==> config.mk <==
export PLATFORM = sky130hd
export DESIGN_NAME = sa_controller_flat
export DESIGN_NICKNAME = d
export VERILOG_FILES = /design/src/rtl/sa_pkg.sv /design/src/rtl/sa_controller_if.sv /design/src/rtl/sa_delay_line.sv /design/src/rtl/sa_controller.sv /design/src/flat_wrapper.sv
export SDC_FILE = /design/constraint.sdc
export NUM_CORES = 1
export LEC_CHECK = 0
export BUFFER_PORTS_ARGS = -buffer_cell sky130_fd_sc_hd__buf_2
export CAP_MARGIN = 10
export CORE_ASPECT_RATIO = 0.75
export CORE_MARGIN = 5
export CORE_UTILIZATION = 60
export CTS_BUF_LIST = sky130_fd_sc_hd__clkbuf_16
export DETAILED_ROUTE_END_ITERATION = 8
export HOLD_SLACK_MARGIN = 0.05
export PLACE_DENSITY = 0.84
export SYNTH_ARGS = -nofsm -noshare
export SYNTH_HDL_FRONTEND = slang
export SYNTH_SLANG_ARGS = --single-unit
==> constraint.sdc <==
create_clock -name clock -period 6.2 [get_ports clock]
set_clock_uncertainty 0.15 [all_clocks]
set_input_delay 0.62 -clock clock [delete_from_list [all_inputs] [get_ports clock]]
set_output_delay 0.62 -clock clock [all_outputs]
set_load 0.005 [all_outputs]
==> src/rtl/sa_pkg.sv <==
// Shared definitions for the systolic-array sequencer: state encoding and
// derived widths/latencies.
package sa_pkg;

  typedef enum logic [2:0] {
    st_idle,
    st_load_w,
    st_feed,
    st_drain,
    st_done
  } sa_state_e;

  // Default fill/drain latency of an n x n array.
  function automatic int sa_lat(input int n);
    return 2 * n - 1;
  endfunction

  function automatic int sa_row_w(input int n);
    return (n > 1) ? $clog2(n) : 1;
  endfunction

endpackage

==> src/rtl/sa_controller_if.sv <==
// Buffer/array side of the sequencer: weight, activation and result buffer
// strobes plus the array weight-latch and activation-valid signals.
interface sa_controller_if
  import sa_pkg::*;
#(
  parameter int N      = 4,
  parameter int ADDR_W = 8
);
  localparam int ROW_W = sa_row_w(N);

  logic              w_rd_en;
  logic [ADDR_W-1:0] w_rd_addr;
  logic              w_load;
  logic [ROW_W-1:0]  w_row;
  logic              a_rd_en;
  logic [ADDR_W-1:0] a_rd_addr;
  logic              a_valid;
  logic              o_wr_en;
  logic [ADDR_W-1:0] o_wr_addr;

  modport master (
    output w_rd_en, w_rd_addr, w_load, w_row,
    output a_rd_en, a_rd_addr, a_valid,
    output o_wr_en, o_wr_addr
  );

  modport slave (
    input w_rd_en, w_rd_addr, w_load, w_row,
    input a_rd_en, a_rd_addr, a_valid,
    input o_wr_en, o_wr_addr
  );
endinterface

==> src/rtl/sa_delay_line.sv <==
// Fixed-depth valid delay matching the array fill/drain latency; flush drops
// every in-flight token at once.
module sa_delay_line #(
  parameter int DEPTH = 7
) (
  input  logic clock,
  input  logic reset,
  input  logic flush,
  input  logic din,
  output logic dout
);

  logic [DEPTH-1:0] pipe;

  always_ff @(posedge clock or negedge reset) begin
    if (!reset) begin
      pipe <= '0;
    end else if (flush) begin
      pipe <= '0;
    end else begin
      pipe <= (pipe << 1) | DEPTH'(din);
    end
  end

  assign dout = pipe[DEPTH-1];

endmodule

==> src/rtl/sa_controller.sv <==
// Job sequencer for an N x N weight-stationary systolic array: loads weights,
// streams M activation rows, and writes results as they drain out.
//
// state     | meaning
// ----------+-----------------------------------------------------------
// st_idle   | waiting for start; configuration captured on accept
// st_load_w | N weight-buffer reads, one array row latched per cycle
// st_feed   | M activation-buffer reads streamed into the array
// st_drain  | waiting for the last result write to leave the array
// st_done   | one-cycle completion pulse
module sa_controller
  import sa_pkg::*;
#(
  parameter int N      = 4,
  parameter int ADDR_W = 8,
  parameter int LAT    = sa_lat(N)
) (
  input  logic              clock,
  input  logic              reset,
  input  logic              start,
  input  logic              abort,
  input  logic [ADDR_W-1:0] m_len,
  input  logic [ADDR_W-1:0] w_base,
  input  logic [ADDR_W-1:0] a_base,
  input  logic [ADDR_W-1:0] o_base,
  sa_controller_if.master   buf_if,
  output logic              busy,
  output logic              done
);

  localparam int              ROW_W    = sa_row_w(N);
  localparam logic [ADDR_W-1:0] CNT_LOAD = ADDR_W'(N - 1);

  sa_state_e state, state_nxt;

  logic [ADDR_W-1:0] m_r;
  logic [ADDR_W-1:0] cnt;
  logic [ADDR_W-1:0] w_addr;
  logic [ADDR_W-1:0] a_addr;
  logic [ADDR_W-1:0] o_addr;
  logic [ADDR_W-1:0] o_cnt;
  logic [ROW_W-1:0]  wk;
  logic [ROW_W-1:0]  w_row_r;
  logic              w_load_r;
  logic              a_valid_r;
  logic              o_wr_en_d;
  logic              accept;
  logic              abort_act;
  logic              w_rd_en;
  logic              a_rd_en;
  logic              cnt_tc;

  assign accept    = (state == st_idle) && start && !abort;
  assign abort_act = (state != st_idle) && abort;
  assign w_rd_en   = (state == st_load_w);
  assign a_rd_en   = (state == st_feed);
  assign cnt_tc    = (cnt == '0);

  always_ff @(posedge clock or negedge reset) begin
    if (!reset) begin
      state <= st_idle;
    end else begin
      state <= state_nxt;
    end
  end

  always_comb begin
    state_nxt = state;
    case (state)
      st_idle:   if (accept) state_nxt = st_load_w;
      st_load_w: if (cnt_tc) state_nxt = (m_r == '0) ? st_done : st_feed;
      st_feed:   if (cnt_tc) state_nxt = st_drain;
      st_drain:  if (o_wr_en_d && (o_cnt == '0)) state_nxt = st_done;
      st_done:   state_nxt = st_idle;
      default:   state_nxt = st_idle;
    endcase
    if (abort_act) state_nxt = st_idle;
  end

  // cnt is shared: it times LOAD_W, then is reloaded with M-1 to time FEED.
  always_ff @(posedge clock or negedge reset) begin
    if (!reset) begin
      m_r       <= '0;
      cnt       <= '0;
      w_addr    <= '0;
      a_addr    <= '0;
      o_addr    <= '0;
      o_cnt     <= '0;
      wk        <= '0;
      w_row_r   <= '0;
      w_load_r  <= 1'b0;
      a_valid_r <= 1'b0;
    end else begin
      w_load_r  <= w_rd_en && !abort_act;
      w_row_r   <= w_rd_en ? wk : '0;
      a_valid_r <= a_rd_en && !abort_act;
      if (accept) begin
        m_r    <= m_len;
        cnt    <= CNT_LOAD;
        w_addr <= w_base;
        a_addr <= a_base;
        o_addr <= o_base;
        o_cnt  <= m_len - 1'b1;
        wk     <= '0;
      end else begin
        if (w_rd_en) begin
          w_addr <= w_addr + 1'b1;
          wk     <= wk + 1'b1;
          cnt    <= cnt_tc ? (m_r - 1'b1) : (cnt - 1'b1);
        end
        if (a_rd_en) begin
          a_addr <= a_addr + 1'b1;
          cnt    <= cnt - 1'b1;
        end
        if (o_wr_en_d) begin
          o_addr <= o_addr + 1'b1;
          o_cnt  <= o_cnt - 1'b1;
        end
      end
    end
  end

  sa_delay_line #(
    .DEPTH(LAT)
  ) u_dly (
    .clock(clock),
    .reset(reset),
    .flush(abort_act),
    .din  (a_valid_r),
    .dout (o_wr_en_d)
  );

  assign buf_if.w_rd_en   = w_rd_en;
  assign buf_if.w_rd_addr = w_rd_en ? w_addr : '0;
  assign buf_if.w_load    = w_load_r;
  assign buf_if.w_row     = w_row_r;
  assign buf_if.a_rd_en   = a_rd_en;
  assign buf_if.a_rd_addr = a_rd_en ? a_addr : '0;
  assign buf_if.a_valid   = a_valid_r;
  assign buf_if.o_wr_en   = o_wr_en_d;
  assign buf_if.o_wr_addr = o_wr_en_d ? o_addr : '0;

  assign busy = (state != st_idle);
  assign done = (state == st_done) && !abort;

endmodule

==> src/flat_wrapper.sv <==
// flat-port wrapper written by rule: the top's interface ports become plain ports
module sa_controller_flat import sa_pkg::*;
#(
  parameter int N      = 4,
  parameter int ADDR_W = 8,
  parameter int LAT    = sa_lat(N)
)
  (clock, reset, start, abort, m_len, w_base, a_base, o_base, busy, done, buf_if_w_rd_en, buf_if_w_rd_addr, buf_if_w_load, buf_if_w_row, buf_if_a_rd_en, buf_if_a_rd_addr, buf_if_a_valid, buf_if_o_wr_en, buf_if_o_wr_addr);
  sa_controller_if #(.N(N), .ADDR_W(ADDR_W)) buf_if_i ();
  input  logic clock;
  input  logic reset;
  input  logic start;
  input  logic abort;
  input  logic [ADDR_W-1:0] m_len;
  input  logic [ADDR_W-1:0] w_base;
  input  logic [ADDR_W-1:0] a_base;
  input  logic [ADDR_W-1:0] o_base;
  output logic busy;
  output logic done;
  output wire logic [$bits(buf_if_i.w_rd_en)-1:0] buf_if_w_rd_en;
  output wire logic [$bits(buf_if_i.w_rd_addr)-1:0] buf_if_w_rd_addr;
  output wire logic [$bits(buf_if_i.w_load)-1:0] buf_if_w_load;
  output wire logic [$bits(buf_if_i.w_row)-1:0] buf_if_w_row;
  output wire logic [$bits(buf_if_i.a_rd_en)-1:0] buf_if_a_rd_en;
  output wire logic [$bits(buf_if_i.a_rd_addr)-1:0] buf_if_a_rd_addr;
  output wire logic [$bits(buf_if_i.a_valid)-1:0] buf_if_a_valid;
  output wire logic [$bits(buf_if_i.o_wr_en)-1:0] buf_if_o_wr_en;
  output wire logic [$bits(buf_if_i.o_wr_addr)-1:0] buf_if_o_wr_addr;
  assign buf_if_w_rd_en = buf_if_i.w_rd_en;
  assign buf_if_w_rd_addr = buf_if_i.w_rd_addr;
  assign buf_if_w_load = buf_if_i.w_load;
  assign buf_if_w_row = buf_if_i.w_row;
  assign buf_if_a_rd_en = buf_if_i.a_rd_en;
  assign buf_if_a_rd_addr = buf_if_i.a_rd_addr;
  assign buf_if_a_valid = buf_if_i.a_valid;
  assign buf_if_o_wr_en = buf_if_i.o_wr_en;
  assign buf_if_o_wr_addr = buf_if_i.o_wr_addr;
  sa_controller #(.N(N), .ADDR_W(ADDR_W), .LAT(LAT)) u_core (.clock(clock), .reset(reset), .start(start), .abort(abort), .m_len(m_len), .w_base(w_base), .a_base(a_base), .o_base(o_base), .buf_if(buf_if_i), .busy(busy), .done(done));
endmodule
==> summary.txt <==
Setup Buffers After CTS: 0
Final setup violation count: 0
Chip Width: 100.4 um
Resized cells post-CTS: 0
status: finished clean
post-route clock period utilization: 0.6028
actual slew at the worst max-slew pin: 1.058 ns
TNS Setup: 0 ns
Setup Crit Path Kind: in2reg
RSZ-0062 raised after global routing: false
worst reg-to-reg path cell count: 8
clk_lat worst skew: 0.33 ns
Mapped Area: 3674 sq um
vias in the first global route: 3,250
final design instance area without fill: 4364 sq um
warnings from Yosys: 0
slowest CP cell: nand2_1
first-pass GRT wire length: 15,630 um
Final ANT Viol Nets: 0
WP data arrival: 3.79 ns
post-route minimum period: 3.737 ns
Async SR Flop Fraction: 1.000
RR Endpoint: u_core.o_cnt[6]
main flop type after synthesis: dfrtp_1
CTS sink cnt: 64
antenna cell count: 0
fraction of layout cells with a size suffix above 1: 0.2017
H-tree lvl count: 3
Seq/Total Area, Yosys: 0.4360
hold_buf cts: 0
Overflow after GRT: 0
initial antenna violation count: 0
Fmax: 0.2676 GHz
Peak VDD IR: 0.2327 mV
Max-slew headroom: 0.2905
number of remaining DRC errors: 0
Layout area overhead: 18.80%
largest net degree at the start of global routing: 65
max_cap viols: 0
sequence of cells on the critical path: buf_2, nor2b_1, nand2_1, a21boi_0, ha_1, nor3b_1, or3b_2, a32oi_1, o21ai_0
Power Density: 491.7 nW/um^2
Cell Area, Placed: 4053 sq um
global placer's final weighted congestion: 0.8299
Rows: 24
CP required: 6.25 ns
Final Core Density: 0.7415
Routed WL per cell: 16.30 um
Routed WL: 9029 um
Crit Path Max Fanout: 26
initial core utilization: 0.6241
Worst Setup End Kind: register
layout net count: 515
r2r setup slk: 2.47 ns
CTS Buffer Depth: 2
die height: 77.77 um
leak pwr: 2.015 nW
average cell area after synthesis: 8.982 sq um
Hold Crit Class: in2async
io pins: 69
Num CTS Buffers: 9
DP HPWL: 6241 um
Worst-path clk slew: 0.05 ns
distinct cell type count after synthesis: 55
vias: 3,264
max-slew violation count: 0
core area: 5886 sq um
1st-pass router iterations: 4
Clk Tree Root Cell: clkbuf_16
Post-synth EDFFs: 0
worst stage delay on the critical path: 0.69 ns
most frequent cells in the layout: buf_2, dfrtp_1, nand2_1, and2_1, o21ai_0
via/cell ratio: 5.892
Seq cells post-synth: 64
startpoint types: primary input
gr usage total: 0.2486
port bufs: 68
Power, Total: 2.146 mW
die area: 7804 sq um
1st-iter DRT viols: 344
commonest non-fill, non-tap cell in the layout: buf_2
r2r startpoint: u_core.state[0]
CTS tree: built
Net Count, Synth: 453
cell count after synthesis: 409
Fin. Hold Viols: 0
## power by group
group          switching, mW  internal (mW)
Sequential             0.194          0.589
Combinational          0.469          0.367
Clock                  0.179          0.347
## flip-flops by register name, summed over array words and instances (netlist names)
register and flops:
u_core.buf_if.w_row 2, u_core.wk 2, u_core.a_addr 8, u_core.buf_if.w_load 1
u_core.o_cnt 8, u_core.w_addr 8, u_core.buf_if.a_valid 1, u_core.u_dly.pipe 7
u_core.cnt 8, u_core.m_r 8, u_core.state 3, u_core.o_addr 8
## cell usage after synthesis, types with 3 or more instances
cell       instances  area share
a211oi_1           3      0.0061
a21oi_1           18       0.025
a2bb2oi_1          4      0.0095
and2_1            32       0.054
and3_1             6       0.010
buf_2              4      0.0054
clkbuf_1          13       0.013
dfrtp_1           64        0.44
ha_1               8       0.027
inv_1             13       0.013
mux2i_1            5       0.014
nand2_1           63       0.064
nand3_1            9       0.012
nand4_1            3      0.0051
nor2_1            25       0.026
nor3_1             8       0.011
nor3b_1            5       0.010
nor4_1             7       0.012
nor4b_1            3      0.0072
o211ai_1           5       0.010
o21ai_0           29       0.040
o221ai_1           3      0.0072
o311ai_0           3      0.0072
or3b_2             5       0.012
or4_1              3      0.0061
xnor2_1           13       0.031
xor2_1            16       0.038
## logic make-up (layout without fill, tap and decap cells)
| family | count (synthesis) | after routing | share of synthesized area |
|---|---|---|---|
| and+or+nand+nor | 184 | 184 | 0.2629 |
| AOI/OAI and AO/OA | 85 | 85 | 0.1509 |
| DFF | 64 | 64 | 0.4360 |
| buffers and inverters | 32 | 99 | 0.03406 |
| xor gates and xnor gates | 29 | 29 | 0.06914 |
| adders and majority gates | 8 | 8 | 0.02725 |
| muxes | 7 | 7 | 0.01975 |
## how the worst max path moves through the flow
| stage | startpoint | endpoint |
|---|---|---|
| after detailed placement | abort | u_core.o_cnt[6] |
| after CTS | u_core.state[0] | u_core.o_cnt[6] |
| final | abort | u_core.o_cnt[6] |
| after floorplan | abort | u_core.o_cnt[6] |
| after global routing | u_core.state[0] | u_core.o_cnt[6] |
| after global placement | abort | u_core.o_cnt[6] |
## cell type report
class / instances / area, sq um
clock buffers: 9 / 225.2
clock inverters: 7 / 86.33
fillers: 451 / 1521
inverters: 13 / 48.80
multi-input cells: 313 / 1949
flip-flops and latches: 64 / 1602
well taps: 78 / 97.59
repair buffers: 70 / 355.3
## per-stage QoR
step,setup WS [ns],instances,hold WS [ns]
floorplan,3.006,409,0.1744
global placement,2.514,538,0.2810
detailed placement,2.204,538,0.2918
CTS,2.520,554,0.3126
global route,2.211,554,0.3363
finish,2.463,554,0.3008
## worst max-delay path, delay by kind of cell
| family | cells | cell delay, ns |
|---|---|---|
| compound gates | 3 | 0.70 |
| buf+inv | 1 | 0.15 |
| simple gates | 4 | 2.00 |
| fa+ha+maj | 1 | 0.31 |
## per-layer routing
| layer | GRT usage | wire (um) | up-vias |
|---|---|---|---|
| met4 | 0.07806 | 128 | 0 |
| met1 | 0.3408 | 3995 | 1533 |
| met5 | 0 | 0 | - |
| met2 | 0.3882 | 4045 | 148 |
| met3 | 0.06452 | 860 | 19 |
| li1 | - | - | 1564 |
Power figures use the tool's default switching activity.
